File: src/rtl/snn_input_loader.sv
// snn_input_loader: receives the packed binary input image byte by byte,
// unpacks it one pixel per cycle into a NUM_UNITS x 1 memory, pulses start
// to the core, and serves the core's single-bit reads until done re-arms it.
module snn_input_loader #(
  parameter int NUM_UNITS = 784,
  parameter int ADDR_W    = 10
) (
  input  logic              clk,
  input  logic              rst_n,
  input  logic              rx_rdy,
  input  logic [7:0]        rx_data,
  input  logic [ADDR_W-1:0] addr_input_unit,
  output logic              d_input,
  input  logic              done,
  output logic              start,
  output logic              busy,
  output logic              overrun
);

  localparam logic [1:0] LOAD      = 2'd0;
  localparam logic [1:0] UNPACK    = 2'd1;
  localparam logic [1:0] KICK      = 2'd2;
  localparam logic [1:0] WAIT_CORE = 2'd3;

  localparam logic [ADDR_W-1:0] LAST_ADDR = ADDR_W'(NUM_UNITS - 1);
  localparam logic [ADDR_W:0]   UNITS_EXT = (ADDR_W + 1)'(NUM_UNITS);

  logic [1:0]        state;
  logic [ADDR_W-1:0] wr_addr;
  logic [2:0]        bit_cnt;
  logic [7:0]        shreg;

  // Input-unit storage; intentionally not reset, contents valid after a full load.
  logic mem [NUM_UNITS];

  // Load/unpack/kick/wait sequencing, status flags and the start pulse.
  always_ff @(posedge clk) begin
    if (!rst_n) begin
      state   <= LOAD;
      wr_addr <= '0;
      bit_cnt <= '0;
      shreg   <= '0;
      start   <= 1'b0;
      busy    <= 1'b0;
      overrun <= 1'b0;
    end else begin
      start <= 1'b0;
      case (state)
        LOAD: begin
          if (rx_rdy) begin
            shreg   <= rx_data;
            bit_cnt <= '0;
            busy    <= 1'b1;
            state   <= UNPACK;
          end
        end
        UNPACK: begin
          shreg   <= {1'b0, shreg[7:1]};
          bit_cnt <= bit_cnt + 3'd1;
          if (rx_rdy) begin
            overrun <= 1'b1;
          end
          // start is raised on entry so it is high for exactly the KICK cycle;
          // wr_addr holds at the last address instead of wrapping.
          if (bit_cnt == 3'd7 && wr_addr == LAST_ADDR) begin
            state <= KICK;
            start <= 1'b1;
          end else begin
            wr_addr <= wr_addr + ADDR_W'(1);
            if (bit_cnt == 3'd7) begin
              state <= LOAD;
            end
          end
        end
        KICK: begin
          wr_addr <= '0;
          state   <= WAIT_CORE;
          if (rx_rdy) begin
            overrun <= 1'b1;
          end
        end
        WAIT_CORE: begin
          if (rx_rdy) begin
            overrun <= 1'b1;
          end
          if (done) begin
            busy  <= 1'b0;
            state <= LOAD;
          end
        end
        default: begin
          state <= LOAD;
        end
      endcase
    end
  end

  // Pixel write: one bit per UNPACK cycle, LSB of the byte first.
  always_ff @(posedge clk) begin
    if (rst_n && state == UNPACK) begin
      mem[wr_addr] <= shreg[0];
    end
  end

  // Registered read port; out-of-range addresses return 0, read-before-write.
  always_ff @(posedge clk) begin
    if (!rst_n) begin
      d_input <= 1'b0;
    end else if ({1'b0, addr_input_unit} < UNITS_EXT) begin
      d_input <= mem[addr_input_unit];
    end else begin
      d_input <= 1'b0;
    end
  end

endmodule

File: config.mk
export PLATFORM = sky130hd
export DESIGN_NAME = snn_input_loader
export DESIGN_NICKNAME = d
export VERILOG_FILES = /design/src/rtl/snn_input_loader.sv
export SDC_FILE = /design/constraint.sdc
export NUM_CORES = 1
export LEC_CHECK = 0
export CAP_MARGIN = 20
export CORE_MARGIN = 2
export CORE_UTILIZATION = 50
export DETAILED_ROUTE_END_ITERATION = 7
export GPL_TIMING_DRIVEN = 0
export HOLD_SLACK_MARGIN = 0.06
export PLACE_DENSITY = 0.74
export SYNTH_ARGS = -nofsm -noshare
export SYNTH_HDL_FRONTEND = slang
export SYNTH_SLANG_ARGS = --single-unit
File: constraint.sdc
create_clock -name clk -period 26.2 [get_ports clk]
set_input_delay 3.93 -clock clk [delete_from_list [all_inputs] [get_ports clk]]
set_output_delay 3.93 -clock clk [all_outputs]
set_load 0.03 [all_outputs]
======== Word-level counts from Yosys, hierarchy flattened ========
Memories as Yosys holds them, arrays and structs flattened. A register that Yosys moved wholly into a read port is not among the register bits.
Index checks and enable logic that the tools add are counted.
Widths: inputs -> output; s select.
cells by class
  $add $sub $neg .......................... 2
  multipliers ............................. 0
  div/mod/pow operators ................... 0
  magnitude comparators ................... 1
  eq/ne operators ......................... 9
  shift-type cells ........................ 0
  mux-type cells .......................... 17
  bitwise logic cells ..................... 0
  reductions and logical operators ........ 15
operators by type and width
  operator               number
  $pmux 10 s2            1
  $pmux 8 s2             1
  $add 10x1->10 const B  1
  $eq 10x10->1 const B   1
  $lt 10x10->1 const B   1
  $mux 10                1
  $reduce_and 2->1       5
  $mux 2                 4
  $mux 8                 1
  $pmux 2 s4             1
  $ne 2x2->1 const B     3
  $pmux 3 s2             1
  $reduce_and 3->1       2
  $reduce_bool 2->1      3
  $mux 1                 5
  $eq 2x2->1 const B     2
  $add 3x1->3 const B    1
  $eq 3x3->1 const B     1
  $mux 3                 1
  $ne 3x3->1 const B     1
  $reduce_or 3->1        1
  $eq 2x1->1 const B     1
  $logic_and 1x1->1      2
  $logic_not 2->1        1
  2 further kinds        2
storage, ports and cells
  register bits after elaboration ......... 26
  bits in latches ......................... 0
  RAM bits ................................ 784
  memory bits (read-only) ................. 0
  bits of input ports ..................... 22
  word-level logic and storage cells ...... 52
  memories ................................ 1
memories
  name  words  bits a word  rd ports  clocked after memory_dff  wr ports  line  source
  mem   784    1            1         1                         1         34    logic mem [NUM_UNITS];

======== Logic depth before layout (Yosys ltp) ========
  depth after elaboration ................. 4
  gate-level depth with buffers ........... 13
  depth with buffers taken out ............ 9

======== Least setup slack after synthesis ========
OpenSTA, ideal clock, no wires.
  path kind ............................... register to register
  from .................................... reg shreg[0]
  to ...................................... mem mem[0], data pin
  setup time .............................. 2,206 ps
  arrival ................................. 9,838 ps
  required time ........................... 23,994 ps
  slack ................................... 14,157 ps
  cell stages (with the launch flop) ...... 1
  buffers on the path ..................... 0
  clock period less this slack ............ 12,043 ps
  path through ............................ dfxtp_1
RTL lines
  item                      line  source
  start: declaration        31    logic [7:0] shreg;
  start signal: assignment  51    shreg <= rx_data;
  start signal: assignment  58    shreg <= {1'b0, shreg[7:1]};
  end: declaration          34
Straight into the memory's write port.

======== Worst setup path after layout ========
  from .................................... in addr_input_unit[2]
  to ...................................... reg d_input (read register of mem)
on the way
  word-level cells in the longest chain between the ends .. 3
RTL lines
  item                               line  source
  start: declaration                 12    input logic [ADDR_W-1:0] addr_input_unit,
  $lt 10x10->1                       109   end else if ({1'b0, addr_input_unit} < UNITS_EXT) begin
  $reduce_and 2->1 (no source line)  n/a
  $logic_not 1->1 (no source line)   n/a
  end: declaration                   13    output logic d_input,
Several ways; a longest one is shown, not always the timed one.
A chain may end at the register's enable or synchronous reset.

==> results.md <==
* Outcome: finished clean
* Post-synth top area share at around 66%
* Post-DRT Antenna Nets at 0
* Setup Crit Path Kind: in2reg
* Post-synth top flop: edfxtp_1
* Fmax achieved at 129 MHz
* Core area at around 70,000 µm²
* Ports at 26
* Clock sinks at 811
* Max-cap violations at 0
* Clock buffer depth at 3
* Postcts setup bufs at 0
* CTS resizes at 0
* Routed Wire Length at 112,000 µm
* Post-route DRC violation count at 0
* CTS tree: done
* Post-synthesis cell type count at 57
* Worst endpoint required time at 26.67 ns
* Vias in the first global route at 23,000
* Synthesis Warnings at 0
* Register area share after synthesis at between 60% and 70%
* Filler cells at 5,452
* Gr ovfl total at 0
* Antenna violations before repair at 5
* Share of cells above drive strength 1 at roughly 12%
* Synth Area in Simple Gates at 11.5%
* Mapped Nets at 2,589
* H-tree lvl count at 3
* Initial core utilization at 50.7%
* Arr. time, crit path at 8.25 ns
* Row count at 97
* GP Congestion at ~1.1
* Largest net degree at the start of global routing at about 120
* Die ar. at 73,500 µm²
* Largest family of logic cells by synthesized area: multiplexers
* Seq. cell area at between 20,000 and 25,000 µm²
* Syn Inst Count at 2,561
* Final Non-Filler Cells at approximately 3,700
* IO buf count at 19
* Slew headroom at 15.7%
* Per-cell routed wire length at between 30 and 40 µm
* Worst Tran Pin Value at 1.26 ns
* Post-synth ARST share at 0%
* 1st-iter DRT viols at roughly 4,500
* Area of the multi-input gates at 10,400 µm²
* Post-DP HPWL at 74,000 µm
* Vias per inst at ~6.5
* Final Hold Viols at 0
* Clk_lat worst skew at 0.65 ns
* P per Cell Area at 68.9 nW/µm²
* Setup TNS at 0 ns
* Largest cells by area after synthesis: edfxtp_1 66%, mux4_2 9.8%, nor2_1 8.9%, mux2i_1 2.7%, clkbuf_1 1.9%
* Xor-xnor portion of the synthesized cell area at 0.0736%
* Final Max Slew Viols at 0
* VDD IR max at 0.0000527 V
* Drt pass-1 iters at 7
* Syn Area/Cell at 13.9 µm²
* Compound-gate portion of the synthesized area at 3.62%
* Tmin final at between 7 and 8 ns
* Inserted Clock Buffers at 82
* Overall Global Routing Usage at 30.4%
* Most frequent cell after synthesis: nor2_1
* Die Ht at ~270 µm
* CTS root buf: clkbuf_16
* Post-synthesis mux area share at between 10% and 20%
* Clk slew on worst S/H paths at roughly 0.060 ns
* Crit path max fanout at 10
* Startpoint types: primary input
* NumNets Final at 2,706
* Placed Cells at around 3,500
* Register bit count reported by yosys at between 800 and 900
* First-pass GRT wire length at 158,000 µm
* Hold Path Class: reg2reg
* Static leakage power at 12.3 nW
* Fin crit share at 29.7%
* Area grow syn2layout at 11.8%
* Total chip power at 2.75 mW
* Die W at 271 µm
* Clock skew at 0.0246 ns
* Hold_buf cts at 0
* EDFF count, synth at 784
* RSZ-0062 raised after global routing: no
* Synth area leader: edfxtp_1
* Top cells by count, synth: 842 x nor2_1, 784 x edfxtp_1, 179 x clkbuf_1
* Synth Cell Area at between 30,000 and 40,000 µm²
* Final core utilization at 56.7%
* CP Capture Type: flop
* Final setup viols at 0
* Via count of the routed design at 24,100
* Post-Synth Adder-Cell Area at less than 1%
## path summary, 6_finish.rpt
kind                           start        to  slack (ns)  depth (start not counted)
hold reg to reg              overrun   overrun        0.46                          2
setup reg to reg          wr_addr[0]  mem[591]       22.74                          8
setup / recovery  addr_input_unit[2]   d_input       18.42                         12
hold / removal               overrun   overrun        0.46                          2
## worst max-delay path, stage by stage
cell and delay (ns):
buf_2 0.21, nor2b_1 0.13, buf_2 0.43, clkbuf_1 0.83, buf_1 0.94, a221oi_1 0.25
a21oi_1 0.29, o2111ai_1 0.33, o21ai_0 0.33, o21ai_0 0.17, a31oi_1 0.20, o32ai_1 0.19
## area by class of cell
type / instances / share of cell area [%]
flip-flops and latches: 811 / 60.4
repair buffers: 33 / 1.22
clock inverters: 35 / 0.593
well taps: 940 / 2.95
inverters: 15 / 0.141
multi-input cells: 1495 / 26.0
diodes: 3 / 0.0188
clock buffers: 115 / 5.79
plain buffers: 240 / 2.93
## through the flow
step | hold slack [ns] | setup WS, ns | cell area (µm²)
3_5_place_dp | 0.446 | 18.20 | 37400
2_1_floorplan | 0.444 | 14.16 | 35700
3_3_place_gp | 0.449 | 8.71 | 37100
4_1_cts | 0.467 | 18.83 | 39900
5_1_grt | 0.514 | 18.57 | 39900
6_report | 0.465 | 18.42 | 39900
## cell families after synthesis
group,count (synthesis)
AND/OR/NAND/NOR,1031
flip-flops,811
multiplexers,269
buffers and inverters,255
AO/OA/AOI/OAI,186
adder cells (fa/ha/maj),6
XOR/XNOR,3
## sequential cells by signal, summed over array words and instances (netlist names), 3 cells and up, named ones only
| register | flops |
|---|---|
| mem | 784 |
| wr_addr | 10 |
| shreg | 8 |
| bit_cnt | 3 |
## report_power, final
part,internal [mW],switching (mW),total (mW)
Sequential,1.44,0.00313,1.44
Combinational,0.0565,0.119,0.176
Clock,0.644,0.491,1.14
## layer usage
layer	up-vias	track usage (%)	wire (µm)	part of all wire, %
met5	-	0.642	85	0.076
met4	8	18.1	7640	6.8
met3	412	9.93	17000	15
met2	1972	45.1	49100	44
met1	12000	39.3	38700	34
li1	9670	-	-	-
## cell usage in the layout (no fill, tap or decap), types with 13 or more instances in the layout
cell type	Yosys	layout
buf_1	13	13
inv_1	13	13
buf_6	13	13
dfxtp_1	27	26
clkbuf_1	179	203
mux4_1	15	15
a21oi_1	36	36
buf_2	19	19
a22oi_1	29	29
nand3_1	48	48
or3_1	14	14
buf_8	8	14
nor2b_1	18	18
clkinv_1	1	16
mux4_2	155	155
a221oi_1	33	33
edfxtp_1	784	784
clkdlybuf4s50_1	0	19
clkinv_2	0	15
clkbuf_16	0	87
mux2i_1	97	97
o21ai_0	35	35
nor2_1	842	842
nand2_1	68	68
Power figures use the tool's default switching activity.
